<file path="config.mk">
export PLATFORM = sky130hd
export DESIGN_NAME = gon_drain_ctrl
export DESIGN_NICKNAME = d
export VERILOG_FILES = /design/src/rtl/gon_drain_ctrl.sv
export SDC_FILE = /design/constraint.sdc
export NUM_CORES = 1
export LEC_CHECK = 0
export BUFFER_PORTS_ARGS = -buffer_cell sky130_fd_sc_hd__buf_2
export CAP_MARGIN = 20
export CORE_MARGIN = 2
export CORE_UTILIZATION = 40
export CTS_CLUSTER_DIAMETER = 100
export DETAILED_ROUTE_END_ITERATION = 10
export GPL_TIMING_DRIVEN = 0
export HOLD_SLACK_MARGIN = 0.03
export PLACE_DENSITY = 0.66
export SLEW_MARGIN = 5
export SYNTH_ARGS = -nofsm -noshare
export SYNTH_HDL_FRONTEND = slang
export SYNTH_SLANG_ARGS = --single-unit
export TNS_END_PERCENT = 100
</file>
<file path="constraint.sdc">
create_clock -name clk -period 3.6 [get_ports clk]
set_clock_uncertainty 0.1 [all_clocks]
set_input_delay 0.72 -clock clk [delete_from_list [all_inputs] [get_ports clk]]
set_output_delay 0.72 -clock clk [all_outputs]
set_load 0.02 [all_outputs]
</file>
<file path="src/rtl/gon_drain_ctrl.sv">
// Drain controller on the slave side of the GON gather network: walks every (row, col)
// tag of the mapped PE region, fetches one value per tag and streams it to the output buffer.
module gon_drain_ctrl #(
    parameter int ROW_LEN   = 4,
    parameter int ID_LEN    = 5,
    parameter int VALUE_LEN = 32,
    parameter int ADDR_LEN  = 16,
    parameter int TIMEOUT   = 64
) (
    input  logic                 clk,
    input  logic                 rst,
    input  logic                 start,
    input  logic [ROW_LEN-1:0]   last_row,
    input  logic [ID_LEN-1:0]    last_col,
    input  logic [ADDR_LEN-1:0]  base_addr,
    output logic                 ready,
    output logic [ROW_LEN-1:0]   row_tag,
    output logic [ID_LEN-1:0]    col_tag,
    input  logic                 enable,
    input  logic [VALUE_LEN-1:0] value,
    output logic                 wr_en,
    output logic [ADDR_LEN-1:0]  wr_addr,
    output logic [VALUE_LEN-1:0] wr_data,
    input  logic                 wr_full,
    output logic                 busy,
    output logic                 done,
    output logic                 err
);
    localparam int WAIT_W = $clog2(TIMEOUT + 1);

    typedef enum logic [1:0] {IDLE, REQ, WRITE, DONE} state_t;

    state_t               state, state_nxt;
    logic [ROW_LEN-1:0]   row_cnt, last_row_q;
    logic [ID_LEN-1:0]    col_cnt, last_col_q;
    logic [ADDR_LEN-1:0]  addr_cnt;
    logic [VALUE_LEN-1:0] hold;
    logic [WAIT_W-1:0]    wait_cnt;
    logic                 err_q;

    logic xfer, wr_fire, wait_expired, last_col_hit, last_pe;

    assign xfer         = (state == REQ) && enable;
    assign wr_fire      = (state == WRITE) && !wr_full;
    // Final waiting cycle: ready has then been up for exactly TIMEOUT cycles.
    assign wait_expired = (wait_cnt == WAIT_W'(TIMEOUT - 1));
    assign last_col_hit = (col_cnt == last_col_q);
    assign last_pe      = last_col_hit && (row_cnt == last_row_q);

    always_comb begin
        state_nxt = state;
        case (state)
            IDLE:    if (start) state_nxt = REQ;
            REQ:     if (xfer) state_nxt = WRITE;
                     else if (wait_expired) state_nxt = DONE;
            WRITE:   if (wr_fire) state_nxt = last_pe ? DONE : REQ;
            DONE:    state_nxt = IDLE;
            default: state_nxt = IDLE;
        endcase
    end

    always_ff @(posedge clk or posedge rst) begin
        if (rst) state <= IDLE;
        else     state <= state_nxt;
    end

    always_ff @(posedge clk or posedge rst) begin
        if (rst) begin
            row_cnt    <= '0;
            col_cnt    <= '0;
            last_row_q <= '0;
            last_col_q <= '0;
            addr_cnt   <= '0;
            hold       <= '0;
            wait_cnt   <= '0;
            err_q      <= 1'b0;
        end else begin
            case (state)
                IDLE: if (start) begin
                    last_row_q <= last_row;
                    last_col_q <= last_col;
                    addr_cnt   <= base_addr;
                    row_cnt    <= '0;
                    col_cnt    <= '0;
                    wait_cnt   <= '0;
                    err_q      <= 1'b0;
                end
                // A transfer on the expiring cycle still wins over the timeout.
                REQ: if (xfer) begin
                    hold <= value;
                end else if (wait_expired) begin
                    err_q <= 1'b1;
                end else begin
                    wait_cnt <= wait_cnt + WAIT_W'(1);
                end
                WRITE: if (wr_fire) begin
                    addr_cnt <= addr_cnt + ADDR_LEN'(1);
                    wait_cnt <= '0;
                    if (!last_pe) begin
                        if (last_col_hit) begin
                            col_cnt <= '0;
                            row_cnt <= row_cnt + ROW_LEN'(1);
                        end else begin
                            col_cnt <= col_cnt + ID_LEN'(1);
                        end
                    end
                end
                default: ;
            endcase
        end
    end

    assign ready   = (state == REQ);
    assign row_tag = row_cnt;
    assign col_tag = col_cnt;
    assign wr_en   = wr_fire;
    assign wr_addr = addr_cnt;
    assign wr_data = hold;
    assign busy    = (state != IDLE);
    assign done    = (state == DONE);
    assign err     = err_q;
endmodule

</file>
==> impl_metrics.json, run 1 <==
{
  "rows": 34,
  "cts_hold_buf": 0,
  "hold_viol_final": 0,
  "finalCriticalPeriod_ns": 2.426,
  "place_hpwl_um": 6476,
  "path_max_fanout": 10,
  "drive_gt1_frac": 0.3794,
  "grt_pass1_wl_um": 14550,
  "hp-class": "input port to asynchronous set/reset pin",
  "cp.arrival_ns": 1.61,
  "grt.busiest_layer": "met2",
  "synth_cells": 345,
  "cts_tree": "done",
  "num_io_pins": 124,
  "maxCapViolations": 0,
  "final_design_area_no_fill_um2": 4646,
  "cts-htree-levels": 3,
  "wl_per_cell_um": 14.72,
  "antenna_found_initial": 0,
  "grt_use_total": 0.1827,
  "cts_made_buffers": 9,
  "status": "complete, no violations",
  "vias_per_cell": 5.228,
  "clock_path_buffers": 2,
  "ir_worst_vdd_v": 0.0004458,
  "power_frac_seq": 0.361,
  "antenna_left": 0,
  "path_class": "flop to output pin",
  "synth_top_cell_by_area": "dfrtp_1",
  "first_global_vias": 3108,
  "drt-total-wl_um": 8727,
  "ys_top_cells_by_area": "dfrtp_1, mux2_2, nand2_1",
  "post_cts_resized": 0,
  "drc_errors": 0,
  "place_area_um2": 4413,
  "post-route-period-util": 0.6738,
  "p_leak_nw": 2.217,
  "synthFlopType": "dfrtp_1",
  "area_delta_synth_final_pct": 27.90,
  "yosysMostFrequentCell": "dfrtp_1",
  "internal_power_mw": 2.387,
  "post-route-util": 0.5301,
  "comb_power_share": 0.456,
  "layout.cells.non_filler": 593,
  "synth_top_area_share": 0.5236,
  "power.density_nw_per_um2": 888.5,
  "synth_cell_types": 49,
  "dp.cells": 577,
  "grt_max_degree": 44,
  "synth_area_um2": 3632,
  "drtIter0Drc": 96,
  "diodes": 0,
  "grtUsageMet3": 0.05552,
  "start_kind": "flop",
  "fin_nets": 546,
  "fmax_mhz": 412.3,
  "syn_area_per_cell_um2": 10.53,
  "critPathRequiredTime_ns": 2.78,
  "coreArea_um2": 8763,
  "yosysSeqAreaShare": 0.5236,
  "synth_commonest_cells": "dfrtp_1, nand2_1, mux2_2",
  "initial_utilization": 0.4145,
  "cts_root_buffer": "clkbuf_8",
  "grt_use_met1": 0.2400,
  "ys_warn_count": 0,
  "p_total_mw": 4.128,
  "p_switching_mw": 1.741,
  "gr-total-overflow": 0,
  "dieArea_um2": 9859,
  "p_clk_frac": 0.182,
  "io_buffers": 123,
  "path_clk_slew_ns": 0.09,
  "die_w_um": 99.29,
  "cp_slowest_cell": "dfrtp_1",
  "relSlewSlack": 0.4926,
  "fillers": 810,
  "setup_violations": 0,
  "cts_sinks": 76,
  "synth-seq-cells": 76,
  "gp_routability_congestion": 0.8045,
  "synth-async-reset-ratio": 1.000,
  "dr.pass1.iters": 4,
  "num_vias": 3100,
  "tightest_slew_ns": 0.7553,
  "synth_edf_count": 0,
  "syn-num-nets": 411,
  "rsz0062_at_grt": "no",
  "swShare": 0.4217,
  "slowest_delay_ns": 0.48,
  "clk_latency_ns": 0.34,
  "die-height_um": 99.29,
  "use_met2": 0.2926,
  "post_cts_buffers": 0,
  "worstSetupEndpointType": "output pin",
  "drv_slew": 0,
  "cp_cell_sequence": "nand2b_1 > clkbuf_1 > nor2_1 > buf_2"
}
[state kept, by name, indices dropped and copies added (netlist names)]
| register | count |
|---|---|
| err | 1 |
| row_tag | 4 |
| wr_data | 32 |
| last_row_q | 4 |
| col_tag | 5 |
| last_col_q | 5 |
| wr_addr | 16 |
| state | 2 |
| wait_cnt | 7 |
[metal layers]
metal | wire length, um | vias to the layer above
li1 | - | 1493
met1 | 3868 | 1476
met2 | 3945 | 123
met3 | 819 | 8
met4 | 94 | 0
met5 | 0 | -
[critical path: cells and delay by family, from the launching register on]
family | cells | cell delay [ns]
flops | 1 | 0.48
buf+inv | 2 | 0.55
simple gates | 2 | 0.24
[layout by cell type (no fill, tap or decap), types with 3 or more instances in the layout]
cell / synthesis / layout
buf_2: 5 / 128
dfrtp_1: 76 / 76
nand2_1: 59 / 59
mux2_2: 27 / 27
a21oi_1: 24 / 24
nand3_1: 19 / 19
nor2_1: 16 / 16
o21ai_0: 14 / 14
xnor2_1: 12 / 12
clkbuf_8: 0 / 10
clkbuf_1: 8 / 8
o22ai_1: 7 / 7
a2bb2oi_1: 7 / 7
mux2_1: 6 / 6
a21o_1: 4 / 4
inv_1: 5 / 4
nand4_1: 4 / 4
o31ai_1: 4 / 4
o21ai_1: 4 / 4
ha_1: 4 / 4
nor3_1: 3 / 3
or4_1: 3 / 3
[through the flow]
stage | TNS (ns) | hold slack, ns | setup slack, ns
after floorplan | 0 | 0.3655 | 0.8417
after global placement | -11.69 | 0.3688 | -0.1583
after detailed placement | 0 | 0.3754 | 1.237
after CTS | 0 | 0.2946 | 1.163
after global routing | 0 | 0.3136 | 1.063
final | 0 | 0.2935 | 1.174
[cell families (layout without fill, tap and decap cells)]
| family | Yosys count | count (layout) | synth area share |
|---|---|---|---|
| mux | 34 | 34 | 0.1051 |
| xor+xnor | 14 | 14 | 0.03583 |
| buf+inv | 22 | 162 | 0.02962 |
| fa+ha+maj | 4 | 4 | 0.01378 |
| flops | 76 | 76 | 0.5236 |
| compound gates | 78 | 78 | 0.1440 |
| simple gates | 117 | 117 | 0.1481 |
[final cells by class]
cell class                      instances  area (um2)  area share
Tap cell                              108       135.1     0.02909
Sequential cell                        76        1902      0.4094
Clock inverter                          6       95.09     0.02047
Clock buffer                           10       137.6     0.02963
Inverter                                5       21.27    0.004579
Multi-Input combinational cell        247        1623      0.3493
Timing Repair Buffer                  124       643.1      0.1384
Buffer                                 17       88.84     0.01912
[final timing paths]
check / cells after the start / from / endpoint / slack (ns)
min: 2 / rst / wr_data[28] / 0.29
max in group asynchronous: 3 / rst / wr_addr[11] / 2.55
min reg2reg: 1 / wr_data[22] / wr_data[22] / 0.39
max: 4 / state[0] / wr_en / 1.17
max reg2reg: 6 / state[1] / wr_addr[3] / 1.56
min in group clk: 1 / wr_data[22] / wr_data[22] / 0.39
[power groups by stage]
stage / sequential, mW / clock (mW) / combinational, mW
finish: 1.49 / 0.752 / 1.88
global route: 1.55 / 0.804 / 2.06
CTS: 1.49 / 0.768 / 1.91
detailed placement: 1.51 / 0 / 1.90
global placement: 1.49 / 0 / 1.87
floorplan: 1.82 / 0 / 0.966
No activity file was read; power rests on OpenSTA's default activity.
==> run 2, diff against run 1 <==
ABC_AREA = 1   (was unset)
PLACE_DENSITY = 0.65   (was 0.66)
clock period = 2.48 ns   (was 3.6 ns; I/O delays follow)
==> impl_metrics.json, run 2 <==
{
  "status": "complete, no violations",
  "die_w_um": 103.2,
  "ys_warn_count": 0,
  "wl_per_cell_um": 12.25,
  "synth-seq-cells": 76,
  "drv_slew": 0,
  "tightest_slew_ns": 0.5037,
  "post_cts_buffers": 0,
  "gp_routability_congestion": 0.8096,
  "grt.busiest_layer": "met2",
  "yosysMostFrequentCell": "nand2_1",
  "cts-htree-levels": 3,
  "grt_pass1_wl_um": 14570,
  "power_frac_seq": 0.361,
  "post_cts_resized": 0,
  "synthFlopType": "dfrtp_1",
  "p_leak_nw": 2.561,
  "worstSetupEndpointType": "output pin",
  "cp.arrival_ns": 1.54,
  "p_switching_mw": 2.789,
  "finalCriticalPeriod_ns": 2.140,
  "synth_edf_count": 0,
  "place_hpwl_um": 6848,
  "path_clk_slew_ns": 0.09,
  "grt_use_met1": 0.2264,
  "cts_made_buffers": 9,
  "synth_cells": 455,
  "diodes": 0,
  "slowest_delay_ns": 0.36,
  "clock_path_buffers": 2,
  "syn_area_per_cell_um2": 8.651,
  "num_vias": 3458,
  "power.density_nw_per_um2": 1223,
  "cts_tree": "done",
  "die-height_um": 103.2,
  "hp-class": "input port to asynchronous set/reset pin",
  "swShare": 0.4613,
  "synth_commonest_cells": "nand2_1, dfrtp_1, inv_1",
  "synth_cell_types": 36,
  "worst_slack_ns": 0.3400,
  "maxCapViolations": 0,
  "syn-num-nets": 521,
  "cts_sinks": 76,
  "rsz0062_at_grt": "no",
  "synthAdderAreaFrac": 0.01271,
  "antenna_left": 0,
  "synth_compound_area_frac": 0.07756,
  "drc_errors": 0,
  "mostFrequentLayoutCells": "buf_2, nand2_1, dfrtp_1, inv_1, nor2_1",
  "vias_per_cell": 4.743,
  "antenna_found_initial": 0,
  "fmax_mhz": 467.3,
  "dieArea_um2": 10650,
  "area_delta_synth_final_pct": 25.62,
  "synth_mux_area_frac": 0.1001,
  "synth_top_area_share": 0.4832,
  "yosysSeqAreaShare": 0.4832,
  "use_met2": 0.2952,
  "first_global_vias": 3198,
  "place_ws_ns": 0.6833,
  "grt_use_total": 0.1753,
  "internal_power_mw": 3.257,
  "largest_reg_flops": 32,
  "p_total_mw": 6.046,
  "path_class": "flop to output pin",
  "grtUsageMet3": 0.02755,
  "initial_utilization": 0.4065,
  "ir_worst_vdd_v": 0.0004418,
  "rows": 36,
  "ys_top_cells_by_area": "dfrtp_1, nand2_1, mux2_1",
  "synth_top_cell_by_area": "dfrtp_1",
  "hold_ws_ns": 0.07529,
  "synth-async-reset-ratio": 1.000,
  "drtIter0Drc": 126,
  "cts_root_buffer": "clkbuf_8",
  "drive_gt1_frac": 0.3037,
  "cp_slowest_cell": "dfrtp_1",
  "synth_top_family_by_area": "simple AND/OR/NAND/NOR gates",
  "clk_latency_ns": 0.35,
  "gr-total-overflow": 0,
  "io_buffers": 123,
  "path_max_fanout": 8,
  "p_clk_frac": 0.142,
  "synth_xor_area_frac": 0.01780,
  "final_design_area_no_fill_um2": 4945,
  "drt-total-wl_um": 8927,
  "post-route-period-util": 0.8629,
  "critPathRequiredTime_ns": 1.88,
  "cts_hold_buf": 0,
  "synth_area_um2": 3936,
  "coreArea_um2": 9684,
  "setup_tns_ns": 0,
  "setup_violations": 0,
  "num_io_pins": 124,
  "cp_cell_sequence": "buf_4 > inv_2 > nand2_2 > or2_4 > inv_1 > buf_2",
  "final_common_cell": "buf_2",
  "cp_top_family": "buffers and inverters",
  "crit_buf_inv": 4,
  "relSlewSlack": 0.6635,
  "grt_max_degree": 37,
  "fillers": 946,
  "yosys.area_share.simple": 0.2346,
  "dr.pass1.iters": 4,
  "hold_viol_final": 0,
  "start_kind": "flop",
  "comb_power_share": 0.497,
  "place_area_um2": 4770,
  "fin_nets": 657
}
-- run 2: cell count changes in the layout (fill, tap and decap cells not counted), moves of 6 or more --
cell,delta
a21oi_1,-10
a2bb2oi_1,-7
inv_1,+42
inv_2,+6
mux2_1,+23
mux2_2,-21
nand2_1,+54
nand3_1,+6
nor2_1,+29
o21ai_1,+6
xnor2_1,-10
-- run 2: area by class of cell --
type | count | area, um2 | share of cell area
multi-input cells | 314 | 1743 | 0.3525
flip-flops and latches | 76 | 1902 | 0.3846
well taps | 133 | 166.4 | 0.03365
clock buffers | 9 | 123.9 | 0.02505
plain buffers | 12 | 92.59 | 0.01872
repair buffers | 125 | 663.1 | 0.1341
clock inverters | 7 | 51.30 | 0.01037
inverters | 53 | 202.7 | 0.04099
-- run 2: logic make-up after synthesis --
group           Yosys count
compound gates           54
mux                      35
buf+inv                  65
flops                    76
simple gates            213
fa+ha+maj                 4
xor+xnor                  8
-- run 2: final timing paths --
check	startpoint	to	slack [ns]	depth (start not counted)
setup / recovery	state[0]	wr_en	0.34	6
hold / removal	rst	wr_data[28]	0.08	2
setup reg to reg	wait_cnt[0]	wait_cnt[3]	0.67	8
hold reg to reg	wr_data[20]	wr_data[20]	0.39	1
max in group asynchronous	rst	state[1]	1.49	4
min in group clk	value[20]	wr_data[20]	0.25	2
-- run 2: per-stage QoR --
step | utilization | cells
floorplan | - | 455
global placement | 0.4876 | 711
detailed placement | 0.4925 | 713
CTS | 0.5106 | 729
global route | 0.5106 | 729
finish | 0.5106 | 729
-- run 2: routing by layer --
metal,routed length (um),part of all wire,vias up
met5,0,0,-
met4,63,0.0071,0
met3,429,0.048,8
met2,4380,0.49,81
met1,4053,0.45,1622
li1,-,-,1747
-- run 2: power groups by stage --
| stage | combinational, mW | clock (mW) | sequential, mW |
|---|---|---|---|
| global placement | 2.99 | 0 | 2.18 |
| floorplan | 1.61 | 0 | 2.68 |
| detailed placement | 3.05 | 0 | 2.21 |
| CTS | 3.05 | 0.893 | 2.19 |
| global route | 3.38 | 0.950 | 2.26 |
| finish | 3.01 | 0.857 | 2.18 |
-- run 2: worst reg2reg max path: stages, from the launching register on --
cell	delay, ns
dfrtp_1	0.43
ha_1	0.22
nand2_1	0.08
nor2_1	0.15
nand3_1	0.19
o21ai_2	0.36
inv_2	0.07
nand2_1	0.06
nand2_1	0.04
==> run 3, diff against run 2 <==
--- a/config.mk
+++ b/config.mk
@@ -8,5 +8,4 @@
 export ABC_AREA = 1
 export BUFFER_PORTS_ARGS = -buffer_cell sky130_fd_sc_hd__buf_2
-export CAP_MARGIN = 20
 export CORE_MARGIN = 2
 export CORE_UTILIZATION = 40
==> constraint.sdc (replaced) <==
create_clock -name clk -period 2.48 [get_ports clk]
set_clock_uncertainty 0.1 [all_clocks]
set_input_delay 0.372 -clock clk [delete_from_list [all_inputs] [get_ports clk]]
set_output_delay 0.372 -clock clk [all_outputs]
set_load 0.02 [all_outputs]
==> impl_metrics.json, run 3 (synthesized netlist as in run 2, its figures left out) <==
{
  "status": "complete, no violations",
  "drt-total-wl_um": 9299,
  "path_class": "flop to output pin",
  "power_frac_seq": 0.356,
  "final_common_cell": "buf_2",
  "p_clk_frac": 0.151,
  "gp_routability_congestion": 0.8318,
  "grt_pass1_wl_um": 15060,
  "path_max_fanout": 8,
  "hold_ws_ns": 0.1226,
  "comb_power_share": 0.493,
  "p_total_mw": 6.144,
  "r2r_setup_slack_ns": 0.59,
  "r2r_end": "wait_cnt[3]",
  "io_buffers": 123,
  "drtIter0Drc": 143,
  "final_design_area_no_fill_um2": 4947,
  "dp.cells": 712,
  "post_cts_buffers": 0,
  "path_clk_slew_ns": 0.10,
  "swShare": 0.4667,
  "cts-htree-levels": 3,
  "place_area_um2": 4748,
  "clk_latency_ns": 0.35,
  "highest_layer": "met4",
  "wl_per_cell_um": 12.76,
  "start_kind": "flop",
  "met3_length_um": 513,
  "cts_tree": "done",
  "coreArea_um2": 9684,
  "fmax_mhz": 492.4,
  "layout.cells.non_filler": 729,
  "post-route-util": 0.5109,
  "post-route-period-util": 0.8189,
  "hold_viol_final": 0,
  "setup_tns_ns": 0,
  "antenna_found_initial": 0,
  "grt_use_total": 0.1808,
  "worst_slack_ns": 0.4490,
  "r2r_start": "wait_cnt[0]",
  "area_delta_synth_final_pct": 25.68,
  "critPathRequiredTime_ns": 2.01,
  "rsz0062_at_grt": "no",
  "vias_per_cell": 4.748,
  "tightest_slew_ns": 0.5248,
  "reg2reg_depth": 8,
  "cts_root_buffer": "clkbuf_8",
  "cp.arrival_ns": 1.56,
  "die-height_um": 103.2,
  "dieArea_um2": 10650,
  "grt_max_degree": 45,
  "maxCapViolations": 0,
  "hp-class": "input port to flop",
  "p_switching_mw": 2.867,
  "ir_worst_vdd_v": 0.0005669,
  "dr.pass1.iters": 4,
  "fillers": 937,
  "first_global_vias": 3314,
  "setup_violations": 0,
  "min_from": "value[18]",
  "cts_made_buffers": 9,
  "gr-total-overflow": 0,
  "internal_power_mw": 3.277,
  "p_leak_nw": 2.569,
  "place_hpwl_um": 6979,
  "drv_slew": 0,
  "finalCriticalPeriod_ns": 2.031,
  "worstSetupEndpointType": "output pin",
  "largest_reg_flops": 32,
  "mostFrequentLayoutCells": "buf_2, nand2_1, dfrtp_1, inv_1, nor2_1",
  "hold_end": "wr_data[18]",
  "antenna_left": 0,
  "relSlewSlack": 0.6502,
  "place_ws_ns": 0.6406,
  "die_w_um": 103.2,
  "clock_path_buffers": 2,
  "wl_met2_um": 4467,
  "holdPathStages": 2,
  "power.density_nw_per_um2": 1242,
  "num_io_pins": 124,
  "fin_nets": 657,
  "cts_sinks": 76,
  "drive_gt1_frac": 0.3020,
  "drc_errors": 0,
  "initial_utilization": 0.4065,
  "wl_met1_um": 4246,
  "rows": 36,
  "diodes": 0,
  "num_vias": 3461
}
## run 3: cell types whose count changed in the layout (fill, tap and decap cells not counted), sizes merged
cell,previous run,this run
inv,53,57
clkinv,4,2
clkinvlp,3,1
buf,134,133
dlygate4sd3,0,1
## run 3: final cells by class
cell class | instances | area [um2] | area share
Clock inverter | 7 | 65.06 | 0.01315
Buffer | 12 | 92.59 | 0.01872
Inverter | 53 | 201.4 | 0.04072
Sequential cell | 76 | 1902 | 0.3844
Tap cell | 133 | 166.4 | 0.03364
Multi-Input combinational cell | 314 | 1743 | 0.3523
Clock buffer | 9 | 123.9 | 0.02504
Timing Repair Buffer | 125 | 653.1 | 0.1320
## run 3: worst max-delay path, cell delays in order, from the launching register on
cell,delay (ns)
dfrtp_1,0.37
buf_4,0.17
inv_2,0.05
nand2_2,0.12
or2_4,0.28
inv_1,0.06
buf_2,0.15
## run 3: what timing repair did
item	in CTS	in global routing
hold buffers	1	0
gates resized for setup	0	0
endpoints found under the hold margin	32	0
## run 3: power groups by stage
stage	Clock, mW	Combinational, mW	Sequential [mW]
after global routing	1.02	3.39	2.26
after CTS	0.960	3.07	2.19
final	0.925	3.03	2.19
after floorplan	0	1.61	2.68
after detailed placement	0	3.06	2.21
after global placement	0	3.00	2.18
## run 3: worst max-delay path by stage
| stage | slack [ns] | end | depth (start not counted) | from |
|---|---|---|---|---|
| 6_report | 0.45 | wr_en | 6 | state[0] |
| 2_1_floorplan | 0.07 | col_tag[0] | 1 | rst |
| 5_1_grt | 0.37 | wr_en | 6 | state[0] |
| 4_1_cts | 0.40 | wr_en | 6 | state[0] |
| 3_5_place_dp | 0.64 | wait_cnt[4] | 8 | wait_cnt[0] |
| 3_3_place_gp | -0.93 | wr_addr[6] | 2 | rst |
## run 3: layer usage
metal / track usage / vias to the layer above
met2: 0.3022 / 95
met5: 0 / -
met4: 0.06781 / 0
met3: 0.03091 / 5
met1: 0.2361 / 1612
li1: - / 1749
